==> config.mk <==
export PLATFORM = sky130hd
export DESIGN_NAME = seq_detector_param_moore
export DESIGN_NICKNAME = d
export VERILOG_FILES = /design/src/rtl/seq_det_pkg.sv /design/src/rtl/seq_det_sat_cnt.sv /design/src/rtl/seq_detector_param_moore.sv
export SDC_FILE = /design/constraint.sdc
export NUM_CORES = 1
export LEC_CHECK = 0
export ABC_AREA = 1
export BUFFER_PORTS_ARGS = -buffer_cell sky130_fd_sc_hd__buf_2
export CAP_MARGIN = 20
export CORE_MARGIN = 5
export CORE_UTILIZATION = 51
export DETAILED_ROUTE_END_ITERATION = 8
export PLACE_DENSITY = 0.78
export SETUP_SLACK_MARGIN = 0.05
export SLEW_MARGIN = 20
export SYNTH_ARGS = -nofsm -noshare
export SYNTH_HDL_FRONTEND = slang
export SYNTH_SLANG_ARGS = --single-unit
==> constraint.sdc <==
create_clock -name i_clk -period 1.7 [get_ports i_clk]
set_input_delay 0.17 -clock i_clk [delete_from_list [all_inputs] [get_ports i_clk]]
set_output_delay 0.17 -clock i_clk [all_outputs]
set_load 0.005 [all_outputs]
==> src/rtl/seq_det_pkg.sv <==
// Shared defaults and helpers for the programmable serial pattern detector.
// Pattern storage is sized by the top; helpers work at the 32-bit ceiling.
package seq_det_pkg;

  localparam int          PKG_DEF_LEN = 3;
  localparam logic [31:0] PKG_DEF_PAT = 32'b111;

  function automatic int calc_len_w(input int max_len);
    return $clog2(max_len + 1);
  endfunction

  // Ones in bits [len-1:0]; callers cast down to their pattern width.
  function automatic logic [31:0] len_mask(input int len);
    logic [31:0] m;
    m = '0;
    for (int i = 0; i < 32; i++) begin
      if (i < len) m[i] = 1'b1;
    end
    return m;
  endfunction

endpackage

==> src/rtl/seq_det_sat_cnt.sv <==
// Saturating up-counter; clear wins over a same-cycle increment.
// Count visible one cycle after the increment request.
module seq_det_sat_cnt #(
  parameter int CNT_W = 8
) (
  input  logic             i_clk,
  input  logic             i_rst,
  input  logic             i_clr,
  input  logic             i_inc,
  output logic [CNT_W-1:0] o_cnt
);

  logic [CNT_W-1:0] r_cnt;

  always_ff @(posedge i_clk) begin
    if (!i_rst) begin
      r_cnt <= '0;
    end else if (i_clr) begin
      r_cnt <= '0;
    end else if (i_inc && (r_cnt != {CNT_W{1'b1}})) begin
      r_cnt <= r_cnt + CNT_W'(1);
    end
  end

  assign o_cnt = r_cnt;

endmodule

==> src/rtl/seq_detector_param_moore.sv <==
// Run-time programmable serial pattern detector with registered Moore match flag.
// Match flag rises one cycle after the last pattern bit is sampled; i_x_vld gates sampling.
module seq_detector_param_moore
  import seq_det_pkg::*;
#(
  parameter int                 MAX_LEN = 8,
  parameter int                 CNT_W   = 8,
  parameter logic [MAX_LEN-1:0] DEF_PAT = MAX_LEN'(PKG_DEF_PAT),
  parameter int                 DEF_LEN = PKG_DEF_LEN,
  parameter int                 LEN_W   = calc_len_w(MAX_LEN)
) (
  input  logic               i_clk,
  input  logic               i_rst,
  input  logic               i_x,
  input  logic               i_x_vld,
  input  logic               i_cfg_load,
  input  logic [MAX_LEN-1:0] i_cfg_pat,
  input  logic [LEN_W-1:0]   i_cfg_len,
  input  logic               i_overlap_en,
  input  logic               i_cnt_clr,
  output logic               o_y,
  output logic [CNT_W-1:0]   o_match_cnt,
  output logic               o_cfg_err
);

  logic [MAX_LEN-1:0] r_hist, r_pat;
  logic [LEN_W-1:0]   r_fill, r_len;
  logic               r_y, r_cfg_err;

  logic [MAX_LEN-1:0] w_hist_n, w_hist_d, w_pat_d, w_mask;
  logic [LEN_W-1:0]   w_fill_n, w_fill_d, w_len_d;
  logic               w_cfg_legal, w_sample, w_match, w_cfg_err_d;

  assign w_cfg_legal = i_cfg_load && (i_cfg_len >= LEN_W'(2)) && (i_cfg_len <= LEN_W'(MAX_LEN));
  // A legal load discards any same-cycle sample; an illegal one lets it through.
  assign w_sample    = i_x_vld && !w_cfg_legal;
  assign w_hist_n    = {r_hist[MAX_LEN-2:0], i_x};
  assign w_fill_n    = (r_fill == r_len) ? r_len : (r_fill + LEN_W'(1));
  assign w_mask      = MAX_LEN'(len_mask(int'(r_len)));
  assign w_match     = w_sample && (w_fill_n == r_len) &&
                       (((w_hist_n ^ r_pat) & w_mask) == '0);

  always_comb begin
    w_hist_d    = r_hist;
    w_fill_d    = r_fill;
    w_pat_d     = r_pat;
    w_len_d     = r_len;
    w_cfg_err_d = r_cfg_err;
    if (w_cfg_legal) begin
      w_pat_d     = i_cfg_pat;
      w_len_d     = i_cfg_len;
      w_hist_d    = '0;
      w_fill_d    = '0;
      w_cfg_err_d = 1'b0;
    end else begin
      if (i_cfg_load) w_cfg_err_d = 1'b1;
      if (w_sample) begin
        w_hist_d = w_hist_n;
        w_fill_d = (w_match && !i_overlap_en) ? '0 : w_fill_n;
      end
    end
  end

  always_ff @(posedge i_clk) begin
    if (!i_rst) begin
      r_hist    <= '0;
      r_fill    <= '0;
      r_pat     <= DEF_PAT;
      r_len     <= LEN_W'(DEF_LEN);
      r_y       <= 1'b0;
      r_cfg_err <= 1'b0;
    end else begin
      r_hist    <= w_hist_d;
      r_fill    <= w_fill_d;
      r_pat     <= w_pat_d;
      r_len     <= w_len_d;
      r_y       <= w_match;
      r_cfg_err <= w_cfg_err_d;
    end
  end

  seq_det_sat_cnt #(
    .CNT_W (CNT_W)
  ) u_cnt (
    .i_clk (i_clk),
    .i_rst (i_rst),
    .i_clr (i_cnt_clr),
    .i_inc (w_match),
    .o_cnt (o_match_cnt)
  );

  assign o_y       = r_y;
  assign o_cfg_err = r_cfg_err;

endmodule
==> results.md <==
- Outcome: finished with violations
- Violations in the final reports: negative setup slack
- Final instance area: between 2000 and 3000 µm²
- Final worst path period need: 1.72 ns
- First-pass detailed-route iteration total: 4
- Detailed-route wire length per cell: around 12 µm
- Via count of the first global-routing pass: 1,864
- CTS root buffer: sky130_fd_sc_hd__clkbuf_8
- Origin of the worst setup path: r_len[0]$_SDFFE_PN1P_
- Clock Path Buffers: 2
- Area of the mapped netlist: roughly 1900 µm²
- Fmax: between 0.5 and 0.6 GHz
- Min-delay worst type: input port to flop
- FP Rows: 22
- H-tree Lvls: 2
- Basic-gate share of the synthesized area counting and, or, nand and nor cells: 0.352
- Post-synth top area share: 0.352
- Floorplan die area: ~5000 µm²
- Compound-cell area share of the yosys netlist: 0.147
- Die height: approximately 71 µm
- CP Capture Type: flop
- Post-layout instance count excluding filler cells: 393
- Global-route wire length before repair: between 7 and 8 mm
- Reg-to-Reg End: u_cnt.o_cnt[1]$_SDFFE_PP0P_
- Total power of the final layout: about 1.9 mW
- Insertion delay to the later sink of the worst-skew pair: between 0.2 and 0.3 ns
- Horizontal die dimension: 70.6 µm
- Worst Path Class, Setup: flop to flop
- Hold Path Origin: i_cfg_pat[2]
- Routed wire length: 4.65 mm
- Setup repair after global routing missed its margin: true
- Post-Syn Area per Cell: 6.70 µm²
- Most common cell in the synthesized netlist: sky130_fd_sc_hd__nand2_1
- Worst-Margin Slew: ~0.60 ns
- Number of buffers created by CTS: 5
- Starting utilization of the core area: 0.520
- Max-Slew Margin vs Limit: 0.601
- Cell types occupying the most area after synthesis: sky130_fd_sc_hd__dfxtp_1 35%, sky130_fd_sc_hd__nand2_1 14%, sky130_fd_sc_hd__inv_1 8.6%, sky130_fd_sc_hd__o21ai_0 6.1%, sky130_fd_sc_hd__a21oi_1 5.1%
- Final setup skew: 0.00598 ns
- Synth Area in Adders: 0.0133
- Finish-stage setup viols: 2
- Final hold violation count: 0
- # clock sinks: 33
- Number of antenna violations at the first check in global routing: 0
- Post-synthesis mux area share: 0
- Area delta synth->final: 34.1%
- Final period utilization: 1.01
- Post-route core utilization: 0.697
- Hpwl dp: roughly 3.3 mm
- CP required: ~1.9 ns
- Detailed-route DRC error count: 0
- Last element of the critical path: u_cnt.o_cnt[1]$_SDFFE_PP0P_
- Final net count: between 300 and 400
- Slew Limit Fails: 0
- Via density per instance: approximately 4.9
- Number of synthesis warnings: 0
- Cell accounting for the most synthesized area: sky130_fd_sc_hd__dfxtp_1
- Data arrival, critical path: roughly 1.9 ns
- Antenna diode count: 0
- Maximum fanout count along the critical path: 7
- Post-cts hold buffer count: 0
- Number of buffer cells added on primary ports: 28
- Synth top cells by count: 69 x sky130_fd_sc_hd__nand2_1, 43 x sky130_fd_sc_hd__inv_1, 33 x sky130_fd_sc_hd__dfxtp_1
- Power density relative to cell area: approximately 760 nW/µm²
- Share of the synthesized netlist area taken by xor and xnor gates: 0.0187
- Post-synthesis async set-or-reset flop share: 0
- Worst Setup Start Kind: flop
- Global router's overall resource usage: 0.194
- Largest net degree at the start of global routing: 19
- Final antenna-violating net count: 0
- Share of final-layout standard cells stronger than drive strength 1: 0.336
- Clock tree from TritonCTS: yes
- Leakage power total: approximately 1.2 nW
- Number of placed instances with taps included: 378
- Prevailing post-synth register cell: sky130_fd_sc_hd__dfxtp_1
- Initial DRC count: ~140
- Syn Inst Count: between 200 and 300
- Boundary pin count: 29
- Proportion of synthesized chip area in sequential cells: 0.352
- Seq cells post-synth: 33
- Net count of the mapped netlist: between 300 and 400
- Post-synth EDFFs: 0
- Last weighted congestion value of the routability-driven placer: roughly 0.9
- Combinational family with the most area after synthesis: simple AND/OR/NAND/NOR gates
- Floorplan Core Area: 3610 µm²
- Max-cap violations: 0
- Worst setup slack for register-to-register paths: -0.02 ns
- Least setup slack across all paths after layout: -0.0152 ns
- Number of cell instances on the worst register-to-register path: 13
- Total grt overflow: 0
- Post-detailed-placement cell area: between 2000 and 2500 µm²
- Maximum VDD drop: roughly 0.54 mV
- Number of unique standard cell types used by synthesis: 33
- Clock slew seen by the registers of the worst setup and hold paths: approximately 0.06 ns
- Total number of vias: approximately 1,900
- Critical register-to-register path startpoint: r_len[0]$_SDFFE_PN1P_
[timing repair]
action | 4_1_cts | 5_1_grt
pin swaps | 11 | 12
resized for setup | 20 | 19
setup endpoints to repair | 12 | 12
buffers inserted | 6 | 1
hold endpoints to repair | 0 | 0
cloned | 1 | 0
[kinds of logic after synthesis]
logic type / Yosys count
compound gates: 51
fa+ha+maj: 2
buf+inv: 54
simple gates: 136
xor+xnor: 4
flops: 33
[placed cells by master, fill, tap and decap left out, types with 2 or more instances in the layout]
cell type | Yosys | layout
sky130_fd_sc_hd__dfxtp_1 | 33 | 24
sky130_fd_sc_hd__o21ai_2 | 0 | 2
sky130_fd_sc_hd__nor2_1 | 23 | 19
sky130_fd_sc_hd__nand4_1 | 5 | 5
sky130_fd_sc_hd__nor2_4 | 2 | 6
sky130_fd_sc_hd__dfxtp_4 | 0 | 4
sky130_fd_sc_hd__a21oi_1 | 19 | 18
sky130_fd_sc_hd__clkbuf_8 | 0 | 6
sky130_fd_sc_hd__ha_1 | 2 | 2
sky130_fd_sc_hd__buf_6 | 2 | 4
sky130_fd_sc_hd__nor3_1 | 2 | 2
sky130_fd_sc_hd__nand3_4 | 1 | 2
sky130_fd_sc_hd__buf_4 | 0 | 31
sky130_fd_sc_hd__buf_2 | 0 | 28
sky130_fd_sc_hd__nand3_1 | 19 | 17
sky130_fd_sc_hd__xnor2_2 | 0 | 2
sky130_fd_sc_hd__dfxtp_2 | 0 | 5
sky130_fd_sc_hd__inv_1 | 43 | 43
sky130_fd_sc_hd__o21ai_0 | 23 | 23
sky130_fd_sc_hd__nand2_2 | 7 | 11
sky130_fd_sc_hd__nor2_2 | 1 | 2
sky130_fd_sc_hd__nand2_4 | 2 | 2
sky130_fd_sc_hd__o211ai_1 | 3 | 3
sky130_fd_sc_hd__nand3_2 | 1 | 2
sky130_fd_sc_hd__inv_2 | 4 | 4
sky130_fd_sc_hd__nand2_1 | 69 | 65
[routing by layer]
metal  wire length [µm]  up-vias  track usage
met5                  0        -            0
met4                 57        0       0.0626
met3                174        7       0.0398
met2               2330       27        0.340
met1               2090      876        0.238
li1                   -     1019            -
[report_power, final]
part / leakage [nW] / switching (mW) / internal (mW)
Sequential: 0.274 / 0.0404 / 0.817
Combinational: 0.907 / 0.253 / 0.218
Clock: 0.0443 / 0.270 / 0.321
[registers in the layout, indices dropped and copies added (netlist names)]
name	flops
r_pat	8
u_cnt.o_cnt	8
o_y	1
r_len	4
r_fill	4
o_cfg_err	1
r_hist	7
[worst min-delay path by stage]
stage | to | slack [ns] | cells after the start
after floorplan | o_cfg_err$_SDFFE_PP0P_ | 0.28 | 1
after global placement | r_pat[2]$_SDFFE_PN1P_ | 0.37 | 3
after detailed placement | r_pat[2]$_SDFFE_PN1P_ | 0.38 | 3
after CTS | r_pat[2]$_SDFFE_PN1P_ | 0.09 | 3
after global routing | r_pat[2]$_SDFFE_PN1P_ | 0.10 | 3
final | r_pat[2]$_SDFFE_PN1P_ | 0.09 | 3
[metrics by stage]
step / setup TNS, ns / setup WS [ns] / hold WS [ns]
detailed placement: -1.12 / -0.146 / 0.378
global route: -1.58 / -0.181 / 0.104
finish: -0.0223 / -0.0152 / 0.0894
floorplan: 0 / 0.0745 / 0.280
CTS: -0.0649 / -0.0387 / 0.0862
global placement: -0.840 / -0.108 / 0.367
[critical path, cell delays in order, from the launching register on]
cell	delay (ns)
sky130_fd_sc_hd__dfxtp_4	0.38
sky130_fd_sc_hd__inv_2	0.04
sky130_fd_sc_hd__nand2_1	0.07
sky130_fd_sc_hd__nand2_2	0.08
sky130_fd_sc_hd__nor2_4	0.12
sky130_fd_sc_hd__nand2_4	0.09
sky130_fd_sc_hd__buf_6	0.14
sky130_fd_sc_hd__nand3_4	0.06
sky130_fd_sc_hd__nand4_4	0.17
sky130_fd_sc_hd__nor2_8	0.19
sky130_fd_sc_hd__nand2_4	0.09
sky130_fd_sc_hd__nand2_2	0.07
sky130_fd_sc_hd__nand2_1	0.04
sky130_fd_sc_hd__nor2_1	0.10
[final cells by class]
type,count,area (µm²)
Timing Repair Buffer,63,418
Multi-Input combinational cell,194,1090
Fill cell,308,1090
Sequential cell,33,682
Tap cell,48,60.1
Inverter,48,180
Clock buffer,7,86.3
Power figures use the tool's default switching activity.
